**config.mk**
```make
export PLATFORM = sky130hd
export DESIGN_NAME = fsx_timing_mixer_flat
export DESIGN_NICKNAME = d
export VERILOG_FILES = /design/src/rtl/fsx_pkg.sv /design/src/rtl/fsx_timing_mixer_if.sv /design/src/rtl/fsx_sync_gen.sv /design/src/rtl/fsx_timing_mixer.sv /design/src/flat_wrapper.sv
export SDC_FILE = /design/constraint.sdc
export NUM_CORES = 1
export LEC_CHECK = 0
export ABC_AREA = 1
export ABC_CLOCK_PERIOD_IN_PS = 1530
export BUFFER_PORTS_ARGS = -buffer_cell sky130_fd_sc_hd__clkbuf_2
export CAP_MARGIN = 20
export CORE_AREA = 10 10 81 111
export DETAILED_ROUTE_END_ITERATION = 10
export DIE_AREA = 0 0 91 121
export PLACE_DENSITY = 0.76
export SKIP_LAST_GASP = 1
export SYNTH_ARGS = -nofsm -noshare
export SYNTH_HDL_FRONTEND = slang
export SYNTH_SLANG_ARGS = --single-unit
```
**constraint.sdc**
```tcl
create_clock -name vga_clk -period 1.53 [get_ports vga_clk]
set_input_delay 0.2295 -clock vga_clk [delete_from_list [all_inputs] [get_ports vga_clk]]
set_output_delay 0.2295 -clock vga_clk [all_outputs]
set_load 0.02 [all_outputs]
```
**src/rtl/fsx_pkg.sv**
```systemverilog
// Shared timing arithmetic and pixel types for the FSX timing mixer.
// Latency: n/a (types and constant functions only).
// Backpressure: n/a.
package fsx_pkg;

   // RGB332 pixel as driven onto the VGA pins
   typedef struct packed {
      logic [2:0] r;
      logic [2:0] g;
      logic [1:0] b;
   } rgb332_t;

   // Sync/enable bundle carried through the renderer delay line (pin levels, polarity applied)
   typedef struct packed {
      logic hs;
      logic vs;
      logic de;
   } tsync_t;

   localparam logic [7:0] KEY_DEFAULT = 8'h00;

   // Counter value after which sync asserts
   function automatic int sync_sta(input int fp);
      return fp - 1;
   endfunction

   // Last counter value with sync asserted
   function automatic int sync_end(input int fp, input int sync);
      return sync_sta(fp) + sync;
   endfunction

   // Counter value after which the active area starts
   function automatic int act_sta(input int fp, input int sync, input int bp);
      return sync_end(fp, sync) + bp;
   endfunction

   // Last active counter value; also the wrap point of the counter
   function automatic int act_end(input int fp, input int sync, input int bp, input int res);
      return act_sta(fp, sync, bp) + res;
   endfunction

endpackage

```
**src/rtl/fsx_timing_mixer_if.sv**
```systemverilog
// Layer pixel inputs and VGA pin outputs of the timing mixer.
// Latency: n/a (wiring only).
// Backpressure: none; pixels are consumed every clock, pins are free-running.
interface fsx_timing_mixer_if #(
   parameter int LAYERS = 4
);
   logic [7:0]          bg_pix;
   logic [8*LAYERS-1:0] layer_pix;
   logic [LAYERS-1:0]   layer_valid;
   logic [LAYERS-1:0]   layer_behind;
   logic [2:0]          vga_r;
   logic [2:0]          vga_g;
   logic [1:0]          vga_b;
   logic                vga_hs;
   logic                vga_vs;
   logic                vga_blk;

   // master: the mixer, consuming renderer pixels and driving the pins
   modport master (
      input  bg_pix, layer_pix, layer_valid, layer_behind,
      output vga_r, vga_g, vga_b, vga_hs, vga_vs, vga_blk
   );

   // slave: renderers feeding pixels and the display sampling the pins
   modport slave (
      output bg_pix, layer_pix, layer_valid, layer_behind,
      input  vga_r, vga_g, vga_b, vga_hs, vga_vs, vga_blk
   );
endinterface

```
**src/rtl/fsx_sync_gen.sv**
```systemverilog
// h/v counters, raw sync and display enable, active pixel coordinates, frame strobes.
// Latency: counters registered; raw sync/de/o_h/o_v/o_frame combinational from counters; frame_drawn 1 clock.
// Backpressure: none; free-running every clock.
module fsx_sync_gen
   import fsx_pkg::*;
#(
   parameter int H_RES  = 480,
   parameter int V_RES  = 272,
   parameter int H_FP   = 82,
   parameter int H_SYNC = 41,
   parameter int H_BP   = 2,
   parameter int V_FP   = 2,
   parameter int V_SYNC = 10,
   parameter int V_BP   = 2,
   parameter bit H_POL  = 1'b0,
   parameter bit V_POL  = 1'b0,
   parameter int HW     = 10,
   parameter int VW     = 9
) (
   input  logic          vga_clk,
   input  logic          reset,
   output logic [HW-1:0] h_count,
   output logic [VW-1:0] v_count,
   output logic          o_de,
   output logic [HW-1:0] o_h,
   output logic [VW-1:0] o_v,
   output logic          o_frame,
   output tsync_t        raw,
   output logic          frame_drawn
);

   localparam logic [HW-1:0] HS_STA_C = HW'(sync_sta(H_FP));
   localparam logic [HW-1:0] HS_END_C = HW'(sync_end(H_FP, H_SYNC));
   localparam logic [HW-1:0] HA_STA_C = HW'(act_sta(H_FP, H_SYNC, H_BP));
   localparam logic [HW-1:0] HA_END_C = HW'(act_end(H_FP, H_SYNC, H_BP, H_RES));
   localparam logic [HW-1:0] HX0_C    = HW'(act_sta(H_FP, H_SYNC, H_BP) + 1);
   localparam logic [VW-1:0] VS_STA_C = VW'(sync_sta(V_FP));
   localparam logic [VW-1:0] VS_END_C = VW'(sync_end(V_FP, V_SYNC));
   localparam logic [VW-1:0] VA_STA_C = VW'(act_sta(V_FP, V_SYNC, V_BP));
   localparam logic [VW-1:0] VA_END_C = VW'(act_end(V_FP, V_SYNC, V_BP, V_RES));
   localparam logic [VW-1:0] VY0_C    = VW'(act_sta(V_FP, V_SYNC, V_BP) + 1);
   localparam logic [HW-1:0] LINE_C   = HA_END_C;
   localparam logic [VW-1:0] FRAME_C  = VA_END_C;

   logic [HW-1:0] h_q, h_d;
   logic [VW-1:0] v_q, v_d;
   logic          frame_drawn_q, frame_drawn_d;
   logic          hs_on, vs_on, h_act, v_act;

   // Next counter state; the end-of-frame interrupt fires off the last counter value of the last active line
   always_comb begin
      h_d           = h_q + HW'(1);
      v_d           = v_q;
      frame_drawn_d = (h_q == LINE_C) && (v_q == VA_END_C);
      if (h_q == LINE_C) begin
         h_d = '0;
         v_d = (v_q == FRAME_C) ? '0 : v_q + VW'(1);
      end
      if (reset) begin
         h_d           = '0;
         v_d           = '0;
         frame_drawn_d = 1'b0;
      end
   end

   // Counter and interrupt registers
   always_ff @(posedge vga_clk) begin
      h_q           <= h_d;
      v_q           <= v_d;
      frame_drawn_q <= frame_drawn_d;
   end

   // Raw sync, enable and coordinates decoded straight from the counters
   always_comb begin
      hs_on   = (h_q > HS_STA_C) && (h_q <= HS_END_C);
      vs_on   = (v_q > VS_STA_C) && (v_q <= VS_END_C);
      h_act   = (h_q > HA_STA_C) && (h_q <= HA_END_C);
      v_act   = (v_q > VA_STA_C) && (v_q <= VA_END_C);
      raw.hs  = hs_on ~^ H_POL;
      raw.vs  = vs_on ~^ V_POL;
      raw.de  = h_act && v_act;
      o_de    = raw.de;
      o_h     = raw.de ? h_q - HX0_C : '0;
      o_v     = raw.de ? v_q - VY0_C : '0;
      o_frame = (h_q == '0) && (v_q == '0);
   end

   assign h_count     = h_q;
   assign v_count     = v_q;
   assign frame_drawn = frame_drawn_q;

endmodule

```
**src/rtl/fsx_timing_mixer.sv**
```systemverilog
// Display timing generator plus N-layer priority/key-colour compositor driving registered RGB332 VGA pins.
// Latency: vga_* pins follow the counter value that produced them by PIPE+1 clocks; frame_drawn by 1 clock.
// Backpressure: none; renderers must deliver pixels exactly PIPE clocks after the counters.
module fsx_timing_mixer
   import fsx_pkg::*;
#(
   parameter int         H_RES  = 480,
   parameter int         V_RES  = 272,
   parameter int         H_FP   = 82,
   parameter int         H_SYNC = 41,
   parameter int         H_BP   = 2,
   parameter int         V_FP   = 2,
   parameter int         V_SYNC = 10,
   parameter int         V_BP   = 2,
   parameter bit         H_POL  = 1'b0,
   parameter bit         V_POL  = 1'b0,
   parameter int         LAYERS = 4,
   parameter int         PIPE   = 2,
   parameter logic [7:0] KEY    = KEY_DEFAULT,
   localparam int        HW     = $clog2(act_end(H_FP, H_SYNC, H_BP, H_RES) + 1),
   localparam int        VW     = $clog2(act_end(V_FP, V_SYNC, V_BP, V_RES) + 1)
) (
   input  logic                 vga_clk,
   input  logic                 reset,
   input  logic                 force_blank,
   output logic [HW-1:0]        h_count,
   output logic [VW-1:0]        v_count,
   output logic                 o_de,
   output logic [HW-1:0]        o_h,
   output logic [VW-1:0]        o_v,
   output logic                 o_frame,
   output logic                 frame_drawn,
   fsx_timing_mixer_if.master   pix_if
);

   // One delay-line slot even when PIPE is 0 keeps the array legal; it is bypassed then
   localparam int     DW   = (PIPE > 0) ? PIPE : 1;
   localparam tsync_t IDLE = '{hs: ~H_POL, vs: ~V_POL, de: 1'b0};

   tsync_t          raw, stg;
   tsync_t [DW-1:0] dly_q, dly_d;
   rgb332_t         mix, rgb_q, rgb_d;
   logic            hs_q, hs_d, vs_q, vs_d, blk_q, blk_d;
   logic            fg_hit, bk_hit;
   logic [7:0]      fg_pix, bk_pix;

   fsx_sync_gen #(
      .H_RES(H_RES), .V_RES(V_RES), .H_FP(H_FP), .H_SYNC(H_SYNC), .H_BP(H_BP),
      .V_FP(V_FP), .V_SYNC(V_SYNC), .V_BP(V_BP), .H_POL(H_POL), .V_POL(V_POL),
      .HW(HW), .VW(VW)
   ) u_sync (
      .vga_clk     (vga_clk),
      .reset       (reset),
      .h_count     (h_count),
      .v_count     (v_count),
      .o_de        (o_de),
      .o_h         (o_h),
      .o_v         (o_v),
      .o_frame     (o_frame),
      .raw         (raw),
      .frame_drawn (frame_drawn)
   );

   // Shift raw sync/de along so they line up with the renderers' returned pixels
   always_comb begin
      dly_d    = dly_q;
      dly_d[0] = raw;
      for (int i = 1; i < DW; i++) begin
         dly_d[i] = dly_q[i-1];
      end
      if (reset) begin
         dly_d = {DW{IDLE}};
      end
   end

   // Delay-line registers
   always_ff @(posedge vga_clk) begin
      dly_q <= dly_d;
   end

   assign stg = (PIPE == 0) ? raw : dly_q[DW-1];

   // Priority compose: front layers, then a non-key background, then behind layers, then background
   always_comb begin
      fg_hit = 1'b0;
      fg_pix = '0;
      bk_hit = 1'b0;
      bk_pix = '0;
      for (int i = 0; i < LAYERS; i++) begin
         if (pix_if.layer_valid[i] && !pix_if.layer_behind[i]) begin
            fg_hit = 1'b1;
            fg_pix = pix_if.layer_pix[8*i +: 8];
         end
         if (pix_if.layer_valid[i] && pix_if.layer_behind[i]) begin
            bk_hit = 1'b1;
            bk_pix = pix_if.layer_pix[8*i +: 8];
         end
      end
      if (fg_hit) begin
         mix = rgb332_t'(fg_pix);
      end else if (pix_if.bg_pix != KEY) begin
         mix = rgb332_t'(pix_if.bg_pix);
      end else if (bk_hit) begin
         mix = rgb332_t'(bk_pix);
      end else begin
         mix = rgb332_t'(pix_if.bg_pix);
      end
   end

   // Output stage; force_blank acts here directly so it takes effect on the very next pin update
   always_comb begin
      rgb_d = (stg.de && !force_blank) ? mix : '0;
      hs_d  = stg.hs;
      vs_d  = stg.vs;
      blk_d = stg.de;
      if (reset) begin
         rgb_d = '0;
         hs_d  = ~H_POL;
         vs_d  = ~V_POL;
         blk_d = 1'b0;
      end
   end

   // Pin registers
   always_ff @(posedge vga_clk) begin
      rgb_q <= rgb_d;
      hs_q  <= hs_d;
      vs_q  <= vs_d;
      blk_q <= blk_d;
   end

   assign pix_if.vga_r   = rgb_q.r;
   assign pix_if.vga_g   = rgb_q.g;
   assign pix_if.vga_b   = rgb_q.b;
   assign pix_if.vga_hs  = hs_q;
   assign pix_if.vga_vs  = vs_q;
   assign pix_if.vga_blk = blk_q;

endmodule

```
**src/flat_wrapper.sv**
```systemverilog
// flat-port wrapper written by rule: the top's interface ports become plain ports
module fsx_timing_mixer_flat import fsx_pkg::*;
#(
   parameter int         H_RES  = 480,
   parameter int         V_RES  = 272,
   parameter int         H_FP   = 82,
   parameter int         H_SYNC = 41,
   parameter int         H_BP   = 2,
   parameter int         V_FP   = 2,
   parameter int         V_SYNC = 10,
   parameter int         V_BP   = 2,
   parameter bit         H_POL  = 1'b0,
   parameter bit         V_POL  = 1'b0,
   parameter int         LAYERS = 4,
   parameter int         PIPE   = 2,
   parameter logic [7:0] KEY    = KEY_DEFAULT,
   localparam int        HW     = $clog2(act_end(H_FP, H_SYNC, H_BP, H_RES) + 1),
   localparam int        VW     = $clog2(act_end(V_FP, V_SYNC, V_BP, V_RES) + 1)
)
  (vga_clk, reset, force_blank, h_count, v_count, o_de, o_h, o_v, o_frame, frame_drawn, pix_if_bg_pix, pix_if_layer_pix, pix_if_layer_valid, pix_if_layer_behind, pix_if_vga_r, pix_if_vga_g, pix_if_vga_b, pix_if_vga_hs, pix_if_vga_vs, pix_if_vga_blk);
  fsx_timing_mixer_if #(.LAYERS(LAYERS)) pix_if_i ();
  input  logic vga_clk;
  input  logic reset;
  input  logic force_blank;
  output logic [HW-1:0] h_count;
  output logic [VW-1:0] v_count;
  output logic o_de;
  output logic [HW-1:0] o_h;
  output logic [VW-1:0] o_v;
  output logic o_frame;
  output logic frame_drawn;
  input wire logic [$bits(pix_if_i.bg_pix)-1:0] pix_if_bg_pix;
  input wire logic [$bits(pix_if_i.layer_pix)-1:0] pix_if_layer_pix;
  input wire logic [$bits(pix_if_i.layer_valid)-1:0] pix_if_layer_valid;
  input wire logic [$bits(pix_if_i.layer_behind)-1:0] pix_if_layer_behind;
  output wire logic [$bits(pix_if_i.vga_r)-1:0] pix_if_vga_r;
  output wire logic [$bits(pix_if_i.vga_g)-1:0] pix_if_vga_g;
  output wire logic [$bits(pix_if_i.vga_b)-1:0] pix_if_vga_b;
  output wire logic [$bits(pix_if_i.vga_hs)-1:0] pix_if_vga_hs;
  output wire logic [$bits(pix_if_i.vga_vs)-1:0] pix_if_vga_vs;
  output wire logic [$bits(pix_if_i.vga_blk)-1:0] pix_if_vga_blk;
  assign pix_if_i.bg_pix = pix_if_bg_pix;
  assign pix_if_i.layer_pix = pix_if_layer_pix;
  assign pix_if_i.layer_valid = pix_if_layer_valid;
  assign pix_if_i.layer_behind = pix_if_layer_behind;
  assign pix_if_vga_r = pix_if_i.vga_r;
  assign pix_if_vga_g = pix_if_i.vga_g;
  assign pix_if_vga_b = pix_if_i.vga_b;
  assign pix_if_vga_hs = pix_if_i.vga_hs;
  assign pix_if_vga_vs = pix_if_i.vga_vs;
  assign pix_if_vga_blk = pix_if_i.vga_blk;
  fsx_timing_mixer #(.H_RES(H_RES), .V_RES(V_RES), .H_FP(H_FP), .H_SYNC(H_SYNC), .H_BP(H_BP), .V_FP(V_FP), .V_SYNC(V_SYNC), .V_BP(V_BP), .H_POL(H_POL), .V_POL(V_POL), .LAYERS(LAYERS), .PIPE(PIPE), .KEY(KEY)) u_core (.vga_clk(vga_clk), .reset(reset), .force_blank(force_blank), .h_count(h_count), .v_count(v_count), .o_de(o_de), .o_h(o_h), .o_v(o_v), .o_frame(o_frame), .frame_drawn(frame_drawn), .pix_if(pix_if_i));
endmodule
```
[Yosys cells after proc, flatten, opt, wreduce, memory -nomap -nowiden]
Index checks and enable logic that the tools add are counted.
Word-level totals
  memory bits (writable): 0
  latch bits: 0
  memories kept: 0
  logic and storage cells: 80
  register bits after elaboration: 37
  memory bits (read-only): 0
  output and inout bits: 52
Operators by class
  order comparisons: 8
  divide/modulo/power cells: 0
  add/sub/neg operators: 4
  bitwise logic cells: 3
  shift operators: 0
  reductions and logical operators: 26
  $mul: 0
  mux-type cells: 22
  equal/unequal tests: 2
Operators by type and width (count)
  2-to-1 mux 8 bit: 11
  > comparator 10 x 7 -> 1 bit (second input constant): 2
  2-to-1 mux 9 bit: 2
  logical AND 1 bit: 16
  adder 10 x 1 -> 10 bit (second input constant): 1
  equality test 10 bit (second input constant): 1
  less-or-equal comparator 10 bit (second input constant): 1
  less-or-equal comparator 10 x 7 -> 1 bit (second input constant): 1
  logical NOT 10 bit: 1
  2-to-1 mux 10 bit: 1
  subtractor 10 x 7 -> 10 bit (second input constant): 1
  adder 9 x 1 -> 9 bit (second input constant): 1
  equality test 9 bit (second input constant): 1
  > comparator 9 x 1 -> 1 bit (second input constant): 1
  > comparator 9 x 4 -> 1 bit (second input constant): 1
  less-or-equal comparator 9 x 4 -> 1 bit (second input constant): 1
  less-or-equal comparator 9 bit (second input constant): 1
  logical NOT 9 bit: 1
  subtractor 9 x 4 -> 9 bit (second input constant): 1
  2-to-1 mux 1 bit: 8
  nonzero test 8 bit: 1
  logical NOT 1 bit: 5
  OR reduction 2 bit: 2
  inverter 1 bit: 3

[Longest topological paths before layout]
  word-level depth: 8
  mapped depth: 11

[By module]
A second synthesis with hierarchy kept.
Second synthesis, totals
  cell total of the unflattened synthesis: 552
  area, all modules: 3296.9 um^2
By module, submodules not included
  fsx_sync_gen: cells an instance 281, area an instance 1818.0 um^2, instances 1
  fsx_timing_mixer: cells an instance 271, area an instance 1478.9 um^2, instances 1

[Least setup slack after synthesis]
Ideal clock, no wire load.
  kind: register -> output
  start point: register u_core.u_sync.v_q[0], in the netlist u_core.u_sync.v_count[0]
  end point: output o_h[0]
  data required time: 1.300 ns
  buffers on the path: 1
  path slack: -0.419 ns
  stages on the path, launching flop included: 9
  arrival: 1.720 ns
  path through: dfxtp_1 -> ha_1 -> inv_1 -> nor2_1 -> nand4_2 -> nand2_1 -> nand3_2 -> buf_6 -> nor2_1
On the way
  word-level cells in the longest chain between the ends: 4
  elaborated cells on any way between the ends: 5
RTL lines
  start, declared: RTL line fsx_sync_gen.sv:46  | logic [VW-1:0] v_q, v_d;
  start signal, assigned: RTL line fsx_sync_gen.sv:69  | v_q <= v_d;
  > comparator 9 x 4 -> 1 bit / less-or-equal comparator 9 bit (equally long branches): RTL line fsx_sync_gen.sv:78  | v_act = (v_q > VA_STA_C) && (v_q <= VA_END_C);
  logical AND 1 bit (*): RTL line fsx_sync_gen.sv:78
  logical AND 1 bit (*): RTL line fsx_sync_gen.sv:81  | raw.de = h_act && v_act;
  2-to-1 mux 10 bit (*): RTL line fsx_sync_gen.sv:83  | o_h = raw.de ? h_q - HX0_C : '0;
  end, declared: RTL line flat_wrapper.sv:28  | output logic [HW-1:0] o_h;
Every way passes the cells marked *; elsewhere a longest branch is shown, timed or not.

[Final worst setup path]
  start point: register u_core.u_sync.v_q[1], in the netlist u_core.u_sync.v_count[1]
  end point: output o_v[4]
On the way
  word-level cells in the longest chain between the ends: 4
  elaborated cells on any way between the ends: 6
RTL lines
  > comparator 9 x 4 -> 1 bit / less-or-equal comparator 9 bit (equally long branches): RTL line fsx_sync_gen.sv:78
  logical AND 1 bit: RTL line fsx_sync_gen.sv:78
  logical AND 1 bit: RTL line fsx_sync_gen.sv:81
  2-to-1 mux 9 bit (*): RTL line fsx_sync_gen.sv:84  | o_v = raw.de ? v_q - VY0_C : '0;
  end, declared: RTL line flat_wrapper.sv:29  | output logic [VW-1:0] o_v;
Marks and branches as above.

==> out/metrics.csv <==
stage,metric,value,unit
run_status,outcome,"finished, violations left",
run_status,violations,setup timing,
synth,syn_area,0.00321,sq mm
pwr,power.clock.fraction,32.5,%
routing,wl_final,11.8,mm
global_route,grt_pass1_vias,4069,
clock_network,path_clk_slew,0.08,ns
pwr,power.share.switching,31.4,%
timing,postLayoutSetupSlackWorst,-0.635,ns
routing,routed_wire_length_per_instance,14.4,microns
place,buffer_ports.inserted,101,
setup_path,start_kind,flop,
setup_path,critPathBufInv,3,
flow_run,max_cap_viol_count,0,
floorplanning,num_io_pins,103,
floorplanning,dieWidth,91,microns
clock_network,tritoncts.num_buffers,5,
final_layout,seqCellArea,779,sq um
synth,synth-seq-area-share,23.1,%
global_route,antenna_violations_before_repair,0,
setup_path,slowest_delay,0.38,ns
synth,synth-xor-area-share,4.64,%
floorplanning,floorplan.die_area,0.0110,sq mm
floorplanning,cell_rows,36,
hold_path,timing.hold.worst.class,input port to flop,
hold_path,number_of_cells_on_the_worst_hold_path,5,
synth,syn-instance-count,544,
final_layout,finalNetCount,784,
routing,viasPerCell,4.88,
timing,grt_setup_unrepaired,true,
synth,edff_count_synth,0,
synth,yosys.area_share.simple,47.1,%
pwr,cellPowerDensity,443,mW/mm^2
final_layout,syn2layout_area_growth,53.5,%
synth,synth_mux_area_share,0,%
floorplanning,start_util,46.3,%
pwr,power_switching,686,uW
timing,setup-violations-final,21,
synth,synth_fp_nets,607,
place,placedInstanceArea,0.00458,sq mm
global_route,gr-total-overflow,0,
timing,maxSlewViolCount,0,
routing,vias,3984,
final_layout,layout-drive-gt1-share,39.9,%
pwr,leakage,0.00255,uW
synth,yosys.cell_types.count,38,
global_route,grt_pass1_wl,18.8,mm
setup_path,cpMostUsedCell,sky130_fd_sc_hd__nand2_1,
timing,max_freq,462,MHz
synth,syn_area_per_cell,5.90,sq um
timing,report.final.hold_viol_count,0,
setup_path,r2r.worst_path.cells,12,
clock_network,numClockSinks,37,
final_layout,final_core_utilization,71.0,%
place,pre_cts_slack,-0.248,ns
pwr,combPwrFrac,23.4,%
routing,postRouteAntennaNets,0,
clock_network,cts-hold-fix-buffers,0,
setup_path,crit_path_top_delay_cell,sky130_fd_sc_hd__dfxtp_4,
final_layout,antenna_cells,0,
clock_network,tritoncts,done,
setup_path,crit_path_cell_trace,"ha_4, nand2_4, inv_2, nand2_1, nand2_1, nand2_1, nand2_1, nand2_2, nand3_4, buf_12, nor2_4, buf_6",
synth,async_flop_share,0,%
timing,timing.final.crit_period,2.17,ns
floorplanning,die-height,121,microns
pwr,internal_power,1500,uW
setup_path,crit_fanout,5,
timing,period_share,142,%
setup_path,worst_setup_path_end_kind,output port,
setup_path,crit_arrival,1.94,ns
setup_path,crit_family,simple AND/OR/NAND/NOR gates,
synth,ys_dominant_reg_cell,sky130_fd_sc_hd__dfxtp_1,
clock_network,cts_max_path_buffers,2,
synth,synth_compound_area_share,7.49,%
setup_path,worst-setup-path-type,flop to output port,
pwr,vdd_ir_drop_max,0.000370,V
synth,synthAdderAreaFrac,4.68,%
final_layout,final.fill_count,611,
floorplanning,floorplan.core_area,0.00694,sq mm
clock_network,h-tree-depth,2,
routing,number_of_violations_reported_at_the_end_of_detailed_routing_iteration_0,189,
clock_network,clockRootBuffer,sky130_fd_sc_hd__clkbuf_8,
global_route,grt_max_degree,17,
place,dp_hpwl,9.45,mm
setup_path,crit_cells,12,
synth,synth_top_family_by_area,simple AND/OR/NAND/NOR gates,
synth,synth_seq_cells,37,
pwr,design_power_total,2180,uW
final_layout,multiInputGateArea,0.00230,sq mm
final_layout,final_area,0.00492,sq mm
synth,synth_warn,0,
place,place.gp.congestion,0.957,
routing,detail_route.drc_violations,0,
routing,drt-pass1-iter-count,5,
pwr,seqPwrFrac,44.2,%
timing,finalClockSkew,0.00594,ns
global_route,grt_use_total,20.3,%
setup_path,timing.critical_path.required,1.30,ns
clock_network,clkLatencyLatePin,0.30,ns
==> cells by family (layout without fill, tap and decap cells) <==
| logic type | Yosys count | count (layout) |
|---|---|---|
| buffers and inverters | 88 | 266 |
| AND/OR/NAND/NOR | 344 | 344 |
| AO/OA/AOI/OAI | 45 | 45 |
| flip-flops | 37 | 37 |
| other | 1 | 1 |
| adder cells (fa/ha/maj) | 12 | 12 |
| XOR/XNOR | 17 | 17 |
==> cells in the mapped netlist (all sizes together) (2+ instances only) <==
| library cell | n | share of area [%] |
|---|---|---|
| xor2 | 15 | 4.1 |
| nor3 | 5 | 0.78 |
| a21oi | 25 | 3.9 |
| ha | 12 | 4.7 |
| or2 | 14 | 2.7 |
| xnor2 | 2 | 0.55 |
| o21ai | 14 | 2.2 |
| clkbuf | 2 | 0.27 |
| nand3 | 54 | 8.7 |
| buf | 19 | 4.8 |
| nand4 | 9 | 1.9 |
| dfxtp | 37 | 23 |
| nor4 | 2 | 0.39 |
| nand2 | 152 | 19 |
| nor2 | 106 | 13 |
| inv | 66 | 7.7 |
==> final timing paths <==
check / startpoint / endpoint / slack [ns]
setup / recovery: u_core.u_sync.v_count[1] / o_v[4] / -0.64
hold / removal: pix_if_bg_pix[0] / u_core.pix_if.vga_b[0] / 0.26
setup reg to reg: u_core.u_sync.v_count[1] / u_core.dly_q[0] / -0.11
hold reg to reg: u_core.dly_q[0] / u_core.dly_q[3] / 0.41
==> power by group through the flow <==
stage | combinational, uW | clock (uW) | sequential, uW
after floorplan | 287 | 0 | 1000
after detailed placement | 496 | 0 | 990
after global placement | 488 | 0 | 989
after global routing | 576 | 768 | 964
final | 509 | 709 | 963
after CTS | 507 | 725 | 967
==> metal layers <==
| layer | wire [microns] | GRT usage [%] | part of all wire (%) |
|---|---|---|---|
| met1 | 4460 | 20.5 | 38 |
| met2 | 6270 | 39.0 | 53 |
| met3 | 675 | 4.09 | 5.7 |
| met4 | 380 | 8.45 | 3.2 |
| met5 | 0 | 0 | 0 |
==> through the flow <==
stage / hold slack [ns] / instances / setup TNS (ns)
2_1_floorplan: 0.336 / 544 / -1.61
3_3_place_gp: 0.394 / 806 / -3.07
3_5_place_dp: 0.394 / 806 / -3.66
4_1_cts: 0.257 / 814 / -10.26
5_1_grt: 0.297 / 817 / -13.13
6_report: 0.262 / 817 / -11.36
==> final cells by class <==
class | instances | share of cell area [%]
Tap cell | 95 | 2.41
Clock buffer | 5 | 1.40
Timing Repair Buffer | 191 | 28.0
Multi-Input combinational cell | 419 | 46.7
Clock inverter | 3 | 0.432
Sequential cell | 37 | 15.8
Inverter | 67 | 5.18
==> sequential cells by signal (all words and copies together), names as in the netlist <==
| name | cells |
|---|---|
| u_core.pix_if.vga_b | 2 |
| u_core.pix_if.vga_g | 3 |
| u_core.pix_if.vga_r | 3 |
| u_core.dly_q | 6 |
| u_core.u_sync.h_count | 10 |
| u_core.u_sync.frame_drawn | 1 |
| u_core.pix_if.vga_blk | 1 |
| u_core.u_sync.v_count | 9 |
| u_core.pix_if.vga_vs | 1 |
| u_core.pix_if.vga_hs | 1 |
==> worst reg2reg max path: cells and delay by family (launching register included) <==
family | cells | cell delay (ns)
flops | 1 | 0.38
fa+ha+maj | 1 | 0.17
simple gates | 8 | 0.67
buf+inv | 3 | 0.37
==> cell usage in the layout (no fill, tap or decap), drive strengths merged, types with 2 or more instances in the layout <==
cell	instances
nand2	152
buf	107
nor2	106
clkbuf	89
inv	67
nand3	54
dfxtp	37
a21oi	25
xor2	15
o21ai	14
or2	14
ha	12
nand4	9
nor3	5
xnor2	2
clkinv	2
nor4	2
==> repair_timing <==
action                                  4_1_cts  5_1_grt
pin swaps                                     1        9
endpoints found under the setup margin       21       26
buffers inserted                              0        1
gates cloned                                  0        2
resized for setup                            23       57
Power figures use the tool's default switching activity.
